File: config.mk
export PLATFORM = sky130hd
export DESIGN_NAME = cnn_tile_loader_flat
export DESIGN_NICKNAME = d
export VERILOG_FILES = /design/src/rtl/cnn_pkg.sv /design/src/rtl/cnn_tile_loader_if.sv /design/src/rtl/cnn_loop_counter.sv /design/src/rtl/cnn_tile_loader.sv /design/src/flat_wrapper.sv
export SDC_FILE = /design/constraint.sdc
export NUM_CORES = 1
export LEC_CHECK = 0
export CAP_MARGIN = 25
export CORE_ASPECT_RATIO = 0.7
export CORE_MARGIN = 4
export CORE_UTILIZATION = 35
export CTS_CLUSTER_DIAMETER = 40
export CTS_CLUSTER_SIZE = 24
export DETAILED_ROUTE_END_ITERATION = 12
export PLACE_DENSITY_LB_ADDON = 0.15
export RECOVER_POWER = 50
export SLEW_MARGIN = 10
export SYNTH_ARGS = -nofsm -noshare
export SYNTH_HDL_FRONTEND = slang
export SYNTH_HIERARCHICAL = 1
export SYNTH_SLANG_ARGS = --single-unit
File: constraint.sdc
create_clock -name clk_i -period 1.7 [get_ports clk_i]
set_input_delay 0.34 -clock clk_i [delete_from_list [all_inputs] [get_ports clk_i]]
set_output_delay 0.34 -clock clk_i [all_outputs]
set_load 0.02 [all_outputs]
File: src/rtl/cnn_pkg.sv
// Shared types and elaboration helpers for the cnn feature-map datapath.
package cnn_pkg;

  typedef logic [31:0] word_t;

  typedef enum logic [2:0] {IDLE, FETCH, DRAIN, HOLD, DONE} loader_state_t;

  function automatic int unsigned ceil_div(input int unsigned a, input int unsigned b);
    return (a + b - 1) / b;
  endfunction

  // Index width for a range of v values; a single-value range still needs one bit.
  function automatic int unsigned clog2_min1(input int unsigned v);
    return (v <= 1) ? 1 : $clog2(v);
  endfunction

endpackage

File: src/rtl/cnn_tile_loader_if.sv
// Feature-map read port plus tile-stream handshake between the loader, memory and compute engine.
interface cnn_tile_loader_if #(
  parameter int unsigned TN = 1,
  parameter int unsigned AW = 4,
  parameter int unsigned NW = 1,
  parameter int unsigned RW = 2,
  parameter int unsigned CW = 2
) ();
  import cnn_pkg::*;

  logic             rd_en_o;
  logic [AW-1:0]    rd_addr_o;
  word_t            rd_data_i;
  logic             tile_valid_o;
  logic             tile_ready_i;
  logic [TN*32-1:0] tile_data_o;
  logic [NW-1:0]    tile_n_o;
  logic [RW-1:0]    tile_r_o;
  logic [CW-1:0]    tile_c_o;
  logic             tile_last_o;

  modport master (
    output rd_en_o, rd_addr_o,
    input  rd_data_i,
    output tile_valid_o, tile_data_o, tile_n_o, tile_r_o, tile_c_o, tile_last_o,
    input  tile_ready_i
  );

  modport slave (
    input  rd_en_o, rd_addr_o,
    output rd_data_i,
    input  tile_valid_o, tile_data_o, tile_n_o, tile_r_o, tile_c_o, tile_last_o,
    output tile_ready_i
  );

endinterface

File: src/rtl/cnn_loop_counter.sv
// Modulo-MAX loop counter; wrap_o flags the enabled step that returns the count to zero.
module cnn_loop_counter
  import cnn_pkg::*;
#(
  parameter int unsigned MAX = 2,
  localparam int unsigned W = clog2_min1(MAX)
) (
  input  logic         clk_i,
  input  logic         reset_i,
  input  logic         en_i,
  input  logic         clr_i,
  output logic [W-1:0] cnt_o,
  output logic         wrap_o
);

  assign wrap_o = en_i && (cnt_o == W'(MAX - 1));

  always_ff @(posedge clk_i or negedge reset_i) begin
    if (!reset_i) begin
      cnt_o <= '0;
    end else if (clr_i) begin
      cnt_o <= '0;
    end else if (en_i) begin
      cnt_o <= wrap_o ? '0 : cnt_o + W'(1);
    end
  end

endmodule

File: src/rtl/cnn_tile_loader.sv
// Streams the input feature map from memory to the compute engine, one Tn_p-lane pixel
// vector per beat, zero-padding lanes beyond the last channel.
module cnn_tile_loader
  import cnn_pkg::*;
#(
  parameter int unsigned N_p  = 1,
  parameter int unsigned R_p  = 4,
  parameter int unsigned C_p  = 4,
  parameter int unsigned Tn_p = 1,
  parameter int unsigned AW_p = clog2_min1(N_p * R_p * C_p)
) (
  input  logic clk_i,
  input  logic reset_i,
  input  logic start_i,
  output logic busy_o,
  output logic done_o,
  cnn_tile_loader_if.master bus
);

  localparam int unsigned NT = ceil_div(N_p, Tn_p);
  localparam int unsigned LW = clog2_min1(Tn_p);
  localparam int unsigned NW = clog2_min1(NT);
  localparam int unsigned RW = clog2_min1(R_p);
  localparam int unsigned CW = clog2_min1(C_p);

  loader_state_t   r_state;
  logic            r_busy;
  logic            r_done;
  logic            r_valid;
  logic            r_last;
  word_t           r_lane [Tn_p];
  logic            r_cap_valid;
  logic [LW-1:0]   r_cap_lane;

  logic [LW-1:0]   w_l;
  logic [NW-1:0]   w_t;
  logic [RW-1:0]   w_r;
  logic [CW-1:0]   w_c;
  logic            w_l_wrap, w_c_wrap, w_r_wrap, w_t_wrap;
  logic            w_fetch, w_start, w_xfer, w_at_last, w_lane_active, w_rd_en;
  logic [31:0]     w_ch;
  logic [Tn_p*32-1:0] w_data;

  assign w_fetch = (r_state == FETCH);
  assign w_start = (r_state == IDLE) && start_i;
  assign w_xfer  = (r_state == HOLD) && bus.tile_ready_i;

  cnn_loop_counter #(.MAX(Tn_p)) u_lane (
    .clk_i(clk_i), .reset_i(reset_i), .en_i(w_fetch), .clr_i(w_start),
    .cnt_o(w_l), .wrap_o(w_l_wrap));

  cnn_loop_counter #(.MAX(C_p)) u_col (
    .clk_i(clk_i), .reset_i(reset_i), .en_i(w_xfer), .clr_i(w_start),
    .cnt_o(w_c), .wrap_o(w_c_wrap));

  cnn_loop_counter #(.MAX(R_p)) u_row (
    .clk_i(clk_i), .reset_i(reset_i), .en_i(w_c_wrap), .clr_i(w_start),
    .cnt_o(w_r), .wrap_o(w_r_wrap));

  cnn_loop_counter #(.MAX(NT)) u_tile (
    .clk_i(clk_i), .reset_i(reset_i), .en_i(w_r_wrap), .clr_i(w_start),
    .cnt_o(w_t), .wrap_o(w_t_wrap));

  assign w_ch          = 32'(w_t) * Tn_p + 32'(w_l);
  assign w_lane_active = (w_ch < N_p);
  assign w_rd_en       = w_fetch && w_lane_active;
  assign w_at_last     = (w_t == NW'(NT - 1)) && (w_r == RW'(R_p - 1)) && (w_c == CW'(C_p - 1));

  assign bus.rd_en_o   = w_rd_en;
  assign bus.rd_addr_o = w_rd_en ? AW_p'(w_ch * (R_p * C_p) + 32'(w_r) * C_p + 32'(w_c)) : '0;

  always_ff @(posedge clk_i or negedge reset_i) begin
    if (!reset_i) begin
      r_state <= IDLE;
      r_busy  <= 1'b0;
      r_done  <= 1'b0;
      r_valid <= 1'b0;
      r_last  <= 1'b0;
    end else begin
      case (r_state)
        IDLE: begin
          if (start_i) begin
            r_state <= FETCH;
            r_busy  <= 1'b1;
          end
        end
        FETCH: begin
          if (w_l_wrap) r_state <= DRAIN;
        end
        DRAIN: begin
          r_state <= HOLD;
          r_valid <= 1'b1;
          r_last  <= w_at_last;
        end
        HOLD: begin
          if (bus.tile_ready_i) begin
            r_valid <= 1'b0;
            r_last  <= 1'b0;
            if (w_t_wrap) begin
              r_state <= DONE;
              r_done  <= 1'b1;
            end else begin
              r_state <= FETCH;
            end
          end
        end
        DONE: begin
          r_state <= IDLE;
          r_done  <= 1'b0;
          r_busy  <= 1'b0;
        end
        default: r_state <= IDLE;
      endcase
    end
  end

  // Read data lands one cycle after its strobe, so the lane index travels with r_cap_valid;
  // pad lanes are cleared in their own FETCH cycle since no read returns for them.
  always_ff @(posedge clk_i or negedge reset_i) begin
    if (!reset_i) begin
      r_cap_valid <= 1'b0;
      r_cap_lane  <= '0;
      for (int unsigned i = 0; i < Tn_p; i++) r_lane[i] <= '0;
    end else begin
      r_cap_valid <= w_rd_en;
      if (w_rd_en) r_cap_lane <= w_l;
      for (int unsigned i = 0; i < Tn_p; i++) begin
        if (r_cap_valid && (32'(r_cap_lane) == i)) begin
          r_lane[i] <= bus.rd_data_i;
        end else if (w_fetch && !w_lane_active && (32'(w_l) == i)) begin
          r_lane[i] <= '0;
        end
      end
    end
  end

  always_comb begin
    w_data = '0;
    for (int unsigned i = 0; i < Tn_p; i++) w_data[32*i +: 32] = r_lane[i];
  end

  assign bus.tile_valid_o = r_valid;
  assign bus.tile_data_o  = w_data;
  assign bus.tile_n_o     = w_t;
  assign bus.tile_r_o     = w_r;
  assign bus.tile_c_o     = w_c;
  assign bus.tile_last_o  = r_last;
  assign busy_o           = r_busy;
  assign done_o           = r_done;

endmodule

File: src/flat_wrapper.sv
// flat-port wrapper written by rule: the top's interface ports become plain ports
module cnn_tile_loader_flat import cnn_pkg::*;
#(
  parameter int unsigned N_p  = 1,
  parameter int unsigned R_p  = 4,
  parameter int unsigned C_p  = 4,
  parameter int unsigned Tn_p = 1,
  parameter int unsigned AW_p = clog2_min1(N_p * R_p * C_p)
)
  (clk_i, reset_i, start_i, busy_o, done_o, bus_rd_en_o, bus_rd_addr_o, bus_rd_data_i, bus_tile_valid_o, bus_tile_data_o, bus_tile_n_o, bus_tile_r_o, bus_tile_c_o, bus_tile_last_o, bus_tile_ready_i);
  cnn_tile_loader_if #(.TN(1), .AW(4), .NW(1), .RW(2), .CW(2)) bus_i ();
  input  logic clk_i;
  input  logic reset_i;
  input  logic start_i;
  output logic busy_o;
  output logic done_o;
  output wire logic [$bits(bus_i.rd_en_o)-1:0] bus_rd_en_o;
  output wire logic [$bits(bus_i.rd_addr_o)-1:0] bus_rd_addr_o;
  input wire logic [$bits(bus_i.rd_data_i)-1:0] bus_rd_data_i;
  output wire logic [$bits(bus_i.tile_valid_o)-1:0] bus_tile_valid_o;
  output wire logic [$bits(bus_i.tile_data_o)-1:0] bus_tile_data_o;
  output wire logic [$bits(bus_i.tile_n_o)-1:0] bus_tile_n_o;
  output wire logic [$bits(bus_i.tile_r_o)-1:0] bus_tile_r_o;
  output wire logic [$bits(bus_i.tile_c_o)-1:0] bus_tile_c_o;
  output wire logic [$bits(bus_i.tile_last_o)-1:0] bus_tile_last_o;
  input wire logic [$bits(bus_i.tile_ready_i)-1:0] bus_tile_ready_i;
  assign bus_rd_en_o = bus_i.rd_en_o;
  assign bus_rd_addr_o = bus_i.rd_addr_o;
  assign bus_i.rd_data_i = bus_rd_data_i;
  assign bus_tile_valid_o = bus_i.tile_valid_o;
  assign bus_tile_data_o = bus_i.tile_data_o;
  assign bus_tile_n_o = bus_i.tile_n_o;
  assign bus_tile_r_o = bus_i.tile_r_o;
  assign bus_tile_c_o = bus_i.tile_c_o;
  assign bus_tile_last_o = bus_i.tile_last_o;
  assign bus_i.tile_ready_i = bus_tile_ready_i;
  cnn_tile_loader #(.N_p(N_p), .R_p(R_p), .C_p(C_p), .Tn_p(Tn_p), .AW_p(AW_p)) u_core (.clk_i(clk_i), .reset_i(reset_i), .start_i(start_i), .busy_o(busy_o), .done_o(done_o), .bus(bus_i));
endmodule
==> Word level (Yosys, flattened, before mapping) <==
Index checks and enable logic that the tools add are counted.
{ "totals": {"register_bits": 47, "latch_bits": 0, "ram_bits": 0, "mem_bits_ro": 0, "in_bits": 36, "out_inout_bits": 46, "wordCells": 87, "memories": 0} }
{ "op_classes": {"addsub": 7, "mul": 0, "n_div": 0, "magnitude_cmp": 1, "eq_ne": 10, "shifts": 0, "mux": 28, "bitwise_logic": 3, "reduce_logical": 26} }
{ "op_table": {"columns": ["op", "count"], "rows": [
  ["$mux W32", 2],
  ["$reduce_bool A2 Y1", 8],
  ["$logic_and A1 B1 Y1", 12],
  ["$mux W2", 6],
  ["$mux W3", 4],
  ["$pmux W3 S4", 1],
  ["$mux W1", 10],
  ["$pmux W1 S2", 4],
  ["$eq A3 B2 Y1 const B", 2],
  ["$ne A2 B2 Y1 const B", 3],
  ["$reduce_and A3 Y1", 2],
  ["$add A1 B4 Y4 const A", 1],
  ["$add A2 B1 Y2 const B", 2],
  ["$add A4 B2 Y4", 1],
  ["$eq A2 B2 Y1 const B", 2],
  ["$mux W4", 1],
  ["$reduce_and A2 Y1", 2],
  ["$eq A3 B1 Y1 const B", 1],
  ["$eq A3 B3 Y1 const B", 1],
  ["$logic_not A3 Y1", 1],
  ["$not A1 Y1", 3],
  ["$add A1 B1 Y1 const B", 2],
  ["$add A1 B1 Y2", 1],
  ["$lt A2 B1 Y1 const B", 1],
  ["2 further kinds", 2]
]} }

==> Depth between registers and ports, before layout <==
Gate-level depths: netlist (run 1).
{ "logic_depth": {"word_depth": 8, "mapped_depth": 9, "ltp_nobuf": 8} }

==> Modules after synthesis <==
The synthesis (run 1) kept the hierarchy.
{ "modules_own_cells": {"columns": ["module", "n_inst", "cells_per_inst", "area_each_um2", "seq_area_each_um2"], "rows": [
  ["cnn_tile_loader", 1, 187, 1784.2, 1026.0],
  ["cnn_loop_counter (u_core.u_col ...)", 2, 9, 106.4, 50.0],
  ["cnn_loop_counter (u_core.u_lane ...)", 2, 3, 46.3, 25.0]
]} }

==> Worst setup path before layout (run 1) <==
OpenSTA, ideal clock, no wires.
{ "synth_timing": {"path_kind": "register to output", "startpoint": "reg u_core.r_state[1]", "endpoint": "out bus_rd_addr_o[0]", "t_arrival_ps": 1642, "required_time_ps": 1360, "slack_ps": -282, "stages_incl_launch_ff": 5, "path_buffers": 1, "path_cell_list": "dfrtp_1 > buf_6 > or4b_4 > nor2_2 > and2_1"} }
{ "synth_via": {"elab_chain_len": 3} }
{ "synth_rtl": {"columns": ["element", "line_no", "source"], "rows": [
  ["start, declared", "cnn_tile_loader.sv:26", "loader_state_t r_state;"],
  ["start signal, assigned", "cnn_tile_loader.sv:74", "r_state <= IDLE;"],
  ["start signal, assigned", "cnn_tile_loader.sv:83", "r_state <= FETCH;"],
  ["start signal, assigned", "cnn_tile_loader.sv:88", "if (w_l_wrap) r_state <= DRAIN;"],
  ["$eq A3 B1 Y1", "cnn_tile_loader.sv:44", "assign w_fetch = (r_state == FETCH);"],
  ["$logic_and A1 B1 Y1", "cnn_tile_loader.sv:66", "assign w_rd_en = w_fetch && w_lane_active;"],
  ["net bus_rd_en_o", "flat_wrapper.sv:17", "output wire logic [$bits(bus_i.rd_en_o)-1:0] bus_rd_en_o;"],
  ["$mux W4", "cnn_tile_loader.sv:70", "assign bus.rd_addr_o = w_rd_en ? AW_p'(w_ch * (R_p * C_p) + 32'(w_r) * C_p + 32'(w_c)) : '0;"],
  ["end, declared", "flat_wrapper.sv:18", "output wire logic [$bits(bus_i.rd_addr_o)-1:0] bus_rd_addr_o;"]
]} }
The timed path passes the listed nets, and every way through them passes these cells.

==> Worst setup path after layout (run 1) <==
{ "layout_timing": {"startpoint": "reg u_core.r_state[1]", "endpoint": "out bus_rd_addr_o[0]"} }
{ "layout_via": {"elab_chain_len": 3} }
{ "layout_rtl": {"columns": ["element", "line_no"], "rows": [
  ["$eq A3 B1 Y1", "cnn_tile_loader.sv:44"],
  ["$logic_and A1 B1 Y1", "cnn_tile_loader.sv:66"],
  ["$mux W4", "cnn_tile_loader.sv:70"]
]} }
No other way between the ends.

==> qor.yml, run 1 <==
route:
  vias: 1769
  drcViolationCount: 0
  ant_nets: 0
  wire_per_inst_um: 13.5
  drt_iter0_drc: 98
  drtPass1Iterations: 4
  viasPerCell: 4.61
  finalWirelength_mm: 5.20
die:
  rows: 23
  die_w_um: 100
  die_height_um: 72.6
  pin_count: 82
  core_area_sq_mm: 0.00576
  initial_core_util_pct: 36.3
  dieArea_sq_mm: 0.00729
clock_tree:
  path_clk_slew_ps: 90
  root_buffer: "clkbuf_8"
  cts_inserted_buffers: 5
  clock_latency_ps: 290
  ctsHoldBuffers: 0
  htreeDepth: 2
  cts_tree: "built"
  clock-sinks: 47
  clockBufferDepth: 2
yosys:
  ys_ff_latch: 47
  synth_warnings: 6
  synth.distinct_cells: 32
  ys_seq_area_share_pct: 56.3
  dominantRegCellSynth: "dfrtp_1"
  async_flop_share_pct: 100
  syn_area_per_cell_sq_um: 9.90
  syn_inst: 211
  synth-edff-count: 0
  synth_fp_nets: 249
  synth_area_sq_mm: 0.00209
worst_setup_path:
  end_kind: "output port"
  crit_fanout: 5
  start_kind: "flip-flop"
  crit_arrival_ps: 1700
  cp.required_ps: 1360
  worstSetupPathType: "reg -> out"
sta:
  finalHoldViolations: 0
  fin_crit_sh_pct: 120
  layout_setup_ws_ps: -343
  finalCriticalPeriod_ps: 2040
  fmax_mhz: 489
  clock_skew_ps: 6.54
  tightest_slew_ps: 1160
  maxSlewViolCount: 0
  whs_ps: 361
  grt_setup_unrepaired: "true"
  relSlewSlack_pct: 22.9
  setup-violations-final: 6
power:
  swShare_pct: 40.3
  peakVddDrop_mv: 0.892
  clock_power_share_pct: 12.4
  power.share.sequential_pct: 33.9
  p_int_w: 0.00318
  power_w: 0.00533
  p_leak_nw: 1.44
  combPwrFrac_pct: 53.7
  p_sw_w: 0.00215
  powerDensity_mw_per_mm2: 1660
place:
  dp_slack_ps: -554
  dpl_cell_area_sq_mm: 0.00308
  dpl.hpwl_mm: 3.51
  portBuffers: 81
  gp_congestion: 0.716
run_status:
  violations: "setup timing"
  status: "finished, violations left"
layout:
  n_antenna_cell: 0
  n_fill_cell: 550
  drive_gt1_share_pct: 20.1
  area_delta_synth_final_pct: 53.7
  post-route-cell-area_sq_mm: 0.00321
  utilization_pct: 55.8
  nets: 346
global_route:
  grt_start_max_net_pins: 48
  grt_pass1_wl_mm: 8.36
  grt_pass1_vias: 1757
  overflow: 0
  antenna_found_initial: 0
  track_usage_pct: 14.2
worst_hold_path:
  hp-class: "in -> async"
job:
  drv_cap: 0
## path summary, 6_finish.rpt
path	slack [ps]	from	to	cells past startpoint
min in group clk_i	510	u_core/bus.tile_valid_o	u_core/bus.tile_valid_o	2
worst min register to register	510	u_core/bus.tile_valid_o	u_core/bus.tile_valid_o	2
worst min-delay path	360	reset_i	u_core/bus.tile_data_o[20]	2
worst max register to register	-10	u_core/r_state[2]	u_core/u_row/cnt_o[0]	7
max in group asynchronous	570	reset_i	u_core/u_tile/cnt_o	2
worst max-delay path	-340	u_core/r_state[1]	bus_rd_addr_o[0]	4
## per-stage QoR
| step | setup TNS, ps | instances |
|---|---|---|
| 3_3_place_gp | -2960 | 372 |
| 3_5_place_dp | -3050 | 372 |
| 5_1_grt | -2530 | 384 |
| 6_report | -1650 | 384 |
| 2_1_floorplan | -384 | 211 |
| 4_1_cts | -1730 | 381 |
## synth_stat cells (3+ instances only)
master	count	area share (%)
mux2i_1	3	1.4
clkbuf_1	6	1.1
o21ai_2	10	4.2
nand2_1	66	12
a21oi_1	3	0.72
and2_1	5	1.5
o21ai_0	25	6.0
dfrtp_1	47	56
inv_1	4	0.72
buf_6	3	1.6
nand2b_1	4	1.2
nor2_1	5	0.90
## timing repair
item | 4_1_cts | 5_1_grt
pin swaps | 3 | 4
cloned | 0 | 2
buffers inserted | 1 | 2
gates resized for setup | 34 | 9
endpoints found under the setup margin | 10 | 14
## area by class of cell
cell class | count | area [sq um] | area share (%)
Sequential cell | 47 | 1180 | 36.7
Clock inverter | 3 | 20.0 | 0.624
Tap cell | 75 | 93.8 | 2.92
Timing Repair Buffer | 102 | 983 | 30.6
Clock buffer | 5 | 68.8 | 2.14
Multi-Input combinational cell | 148 | 852 | 26.5
Inverter | 4 | 15.0 | 0.468
## power groups by stage
stage / Clock [W] / Sequential [W] / Combinational [W]
floorplan: 0 / 0.00233 / 0.00104
global placement: 0 / 0.00183 / 0.00284
detailed placement: 0 / 0.00183 / 0.00286
CTS: 0.000693 / 0.00181 / 0.00286
global route: 0.000747 / 0.00187 / 0.00312
finish: 0.000660 / 0.00181 / 0.00287
## logic make-up (layout without fill, tap and decap cells)
| family | after synthesis | count (layout) | share of synthesized area [%] |
|---|---|---|---|
| adders and majority gates | 2 | 2 | 1.20 |
| buffers and inverters | 16 | 114 | 4.49 |
| DFF | 47 | 47 | 56.3 |
| and+or+nand+nor | 99 | 99 | 23.4 |
| muxes | 3 | 3 | 1.44 |
| AOI/OAI and AO/OA | 44 | 44 | 13.2 |
## layout by cell type (no fill, tap or decap), types with 3 or more instances in the layout
cell type	netlist	routed
and2_4	0	5
o21ai_0	25	25
inv_1	4	4
o21ai_2	10	10
buf_6	3	4
nor3b_1	2	3
nor2_1	5	4
nand2b_1	4	4
buf_4	0	18
dlygate4sd2_1	0	5
a21oi_1	3	3
dfrtp_1	47	46
clkbuf_8	0	5
nand2_1	66	66
clkdlybuf4s50_1	0	70
mux2i_1	3	3
## state kept, by name, summed over array words and instances, names as in the netlist
name and flops:
u_core/bus.tile_last_o 1, u_core/done_o 1, u_core/busy_o 1, u_core/r_state 3
u_core/u_tile/cnt_o 1, u_core/r_cap_lane 1, u_core/u_row/cnt_o 2, u_core/bus.tile_valid_o 1
u_core/u_lane/cnt_o 1, u_core/u_col/cnt_o 2, u_core/r_cap_valid 1, u_core/bus.tile_data_o 32
## worst max-delay path, stage by stage, from the launching register on
cell,delay (ps)
dfrtp_1,390
or4b_4,590
nor2_4,160
and2_4,160
buf_6,110
## layer usage
metal  vias to the layer above  GRT usage (%)  part of all wire, %
li1                        887              -                    -
met3                         3           4.11                  7.6
met5                         -              0                    0
met4                         0           3.14                 0.33
met1                       815           22.0                   51
met2                        64           19.5                   41
Note: power is estimated with default switching activity, not from simulation.
==> run 2: changes to the inputs <==
- CORE_UTILIZATION: 35 -> 43
- clock period: 1.7 -> 2.1 ns (I/O delays scaled with it)
==> qor.yml, run 2 (synthesis gave the netlist of run 1 again) <==
global_route:
  antenna_found_initial: 0  # unchanged
  overflow: 0  # unchanged
  grt_start_max_net_pins: 33  # -31%
  grt_pass1_wl_mm: 8.43  # +0.91%
  grt_pass1_vias: 1693  # -3.6%
  track_usage_pct: 17.7  # +3.4 points
worst_setup_path:
  path_delay_family: "simple AND/OR/NAND/NOR gates"
  end_kind: "output port"
  rr_endpoint: "u_core/r_state[0]"
  reg2reg_depth: 9  # +2
  worst-path-stages: 4  # unchanged
  crit_end: "bus_rd_addr_o[3]"
  worstSetupPathType: "reg -> out"
  cp.required_ps: 1680  # +320 ps
  r2r_setup_slack_ps: 220  # +230 ps
  crit_arrival_ps: 1690  # about the same
  start_kind: "flip-flop"
  crit_buf_inv: 1  # unchanged
  cp-startpoint: "u_core/r_state[2]"
  cp_slowest_cell: "or4b_4"
  crit_fanout: 5  # unchanged
  r2r_start: "u_core/r_state[1]"
  crit_chain: "or4b_4 -> nor2_4 -> and2_1 -> buf_6"
  critPathMaxStageDelay_ps: 570  # -20 ps
worst_hold_path:
  hp-class: "in -> async"
die:
  die_height_um: 66.3  # -8.7%
  core_area_sq_mm: 0.00450  # -22%
  dieArea_sq_mm: 0.00606  # -17%
  initial_core_util_pct: 46.4  # +10 points
  rows: 20  # -13%
  pin_count: 82  # unchanged
  die_w_um: 91.3  # -9.0%
power:
  peakVddDrop_mv: 0.755  # -15%
  combPwrFrac_pct: 52.2  # -1.5 points
  p_sw_w: 0.00172  # -20%
  power.share.sequential_pct: 33.3  # -0.6 points
  powerDensity_mw_per_mm2: 1420  # -14%
  power_w: 0.00439  # -18%
  p_int_w: 0.00267  # -16%
  p_leak_nw: 1.37  # -4.7%
  clock_power_share_pct: 14.5  # +2.1 points
  swShare_pct: 39.3  # -1.1 points
clock_tree:
  clock-sinks: 47  # unchanged
  clock_latency_ps: 300  # about the same
  clockBufferDepth: 2  # unchanged
  path_clk_slew_ps: 80  # about the same
  htreeDepth: 2  # unchanged
  root_buffer: "clkbuf_8"
  cts_tree: "built"
  cts_inserted_buffers: 5  # unchanged
route:
  wire_per_inst_um: 14.3  # +5.6%
  ant_nets: 0  # unchanged
  drcViolationCount: 0  # unchanged
  drt_iter0_drc: 59  # -40%
  vias: 1791  # +1.2%
  drtPass1Iterations: 4  # unchanged
  finalWirelength_mm: 5.06  # -2.6%
  viasPerCell: 5.06  # +9.8%
place:
  dpl_cell_area_sq_mm: 0.00298  # -3.5%
  gp_congestion: 0.789  # +10%
  dpl.hpwl_mm: 3.54  # +0.89%
  portBuffers: 81  # unchanged
layout:
  n_antenna_cell: 0  # unchanged
  layout_common_cells: "clkdlybuf4s50_1, nand2_1, dfrtp_1"
  drive_gt1_share_pct: 15.1  # -5.0 points
  largest_register_ffs: 32  # unchanged
  layout_commonest_cell: "clkdlybuf4s50_1"
  post-route-cell-area_sq_mm: 0.00308  # -3.9%
  area_delta_synth_final_pct: 47.6
  n_fill_cell: 360  # -35%
  nets: 337  # -2.6%
sta:
  setup-violations-final: 3  # -3
  relSlewSlack_pct: 20.0  # -2.8 points
  fin_crit_sh_pct: 100
  finalHoldViolations: 0  # unchanged
  layout_setup_ws_ps: -7.11  # +336 ps
  maxSlewViolCount: 0  # unchanged
  clock_skew_ps: 8.54  # +2.00 ps
  tightest_slew_ps: 1200  # +42.6 ps
  finalCriticalPeriod_ps: 2110
  fmax_mhz: 475
  grt_setup_unrepaired: "true"
run_status:
  status: "finished, violations left"
  violations: "setup timing"
job:
  drv_cap: 0  # unchanged
run 2: cell types whose count changed in the layout (fill, tap and decap cells not counted), sizes merged:
cell           delta
buf               -9
bufinv            +1
clkbuf            +1
clkdlybuf4s50     +5
clkinv            -1
clkinvlp          -2
dlygate4sd2       -5
run 2: routing by layer:
metal	share of wire (%)	routed length, um	track usage (%)	up-vias
met5	0	0	0	-
met4	1.2	59	5.64	0
met3	6.2	312	5.35	7
met2	44	2240	26.9	54
met1	48	2450	24.2	859
li1	-	-	-	871
run 2: area by class of cell:
| cell class | instances | area [sq um] | area share (%) |
|---|---|---|---|
| flip-flops and latches | 47 | 1180 | 38.1 |
| repair buffers | 93 | 885 | 28.7 |
| multi-input cells | 148 | 837 | 27.1 |
| clock buffers | 6 | 72.6 | 2.35 |
| well taps | 55 | 68.8 | 2.23 |
| clock inverters | 1 | 30.0 | 0.974 |
| inverters | 4 | 15.0 | 0.487 |
run 2: how the worst min path moves through the flow:
stage                                      to  slack, ps  cells past startpoint
global placement                u_core/done_o        430                      1
floorplan           u_core/bus.tile_data_o[0]        120                      0
detailed placement              u_core/done_o        430                      1
finish                    u_core/u_lane/cnt_o        340                      1
global route              u_core/u_lane/cnt_o        430                      1
CTS                       u_core/u_lane/cnt_o        100                      1
run 2: repair_timing:
action | in CTS | in global routing
pin swaps | 3 | 1
setup endpoints to repair | 5 | 5
hold buffers | 0 | 0
buffers inserted | 1 | 1
gates resized for setup | 29 | 3
run 2: power by group through the flow:
stage	Clock [W]	Sequential, W	Combinational (W)
2_1_floorplan	0	0.00188	0.000813
3_3_place_gp	0	0.00147	0.00224
3_5_place_dp	0	0.00148	0.00228
4_1_cts	0.000655	0.00147	0.00232
5_1_grt	0.000695	0.00152	0.00248
6_report	0.000636	0.00146	0.00229
run 2: metrics by stage:
stage | setup TNS [ps] | util [%] | hold slack (ps) | cells | setup WS, ps
after detailed placement | -886 | 66.1 | 429 | 345 | -224
after global routing | -243 | 68.5 | 431 | 354 | -73.0
final | -12.6 | 68.5 | 345 | 354 | -7.11
after floorplan | 0 | - | 124 | 211 | 37.8
after global placement | -714 | 66.1 | 432 | 345 | -182
after CTS | -147 | 68.5 | 98.1 | 353 | -42.0
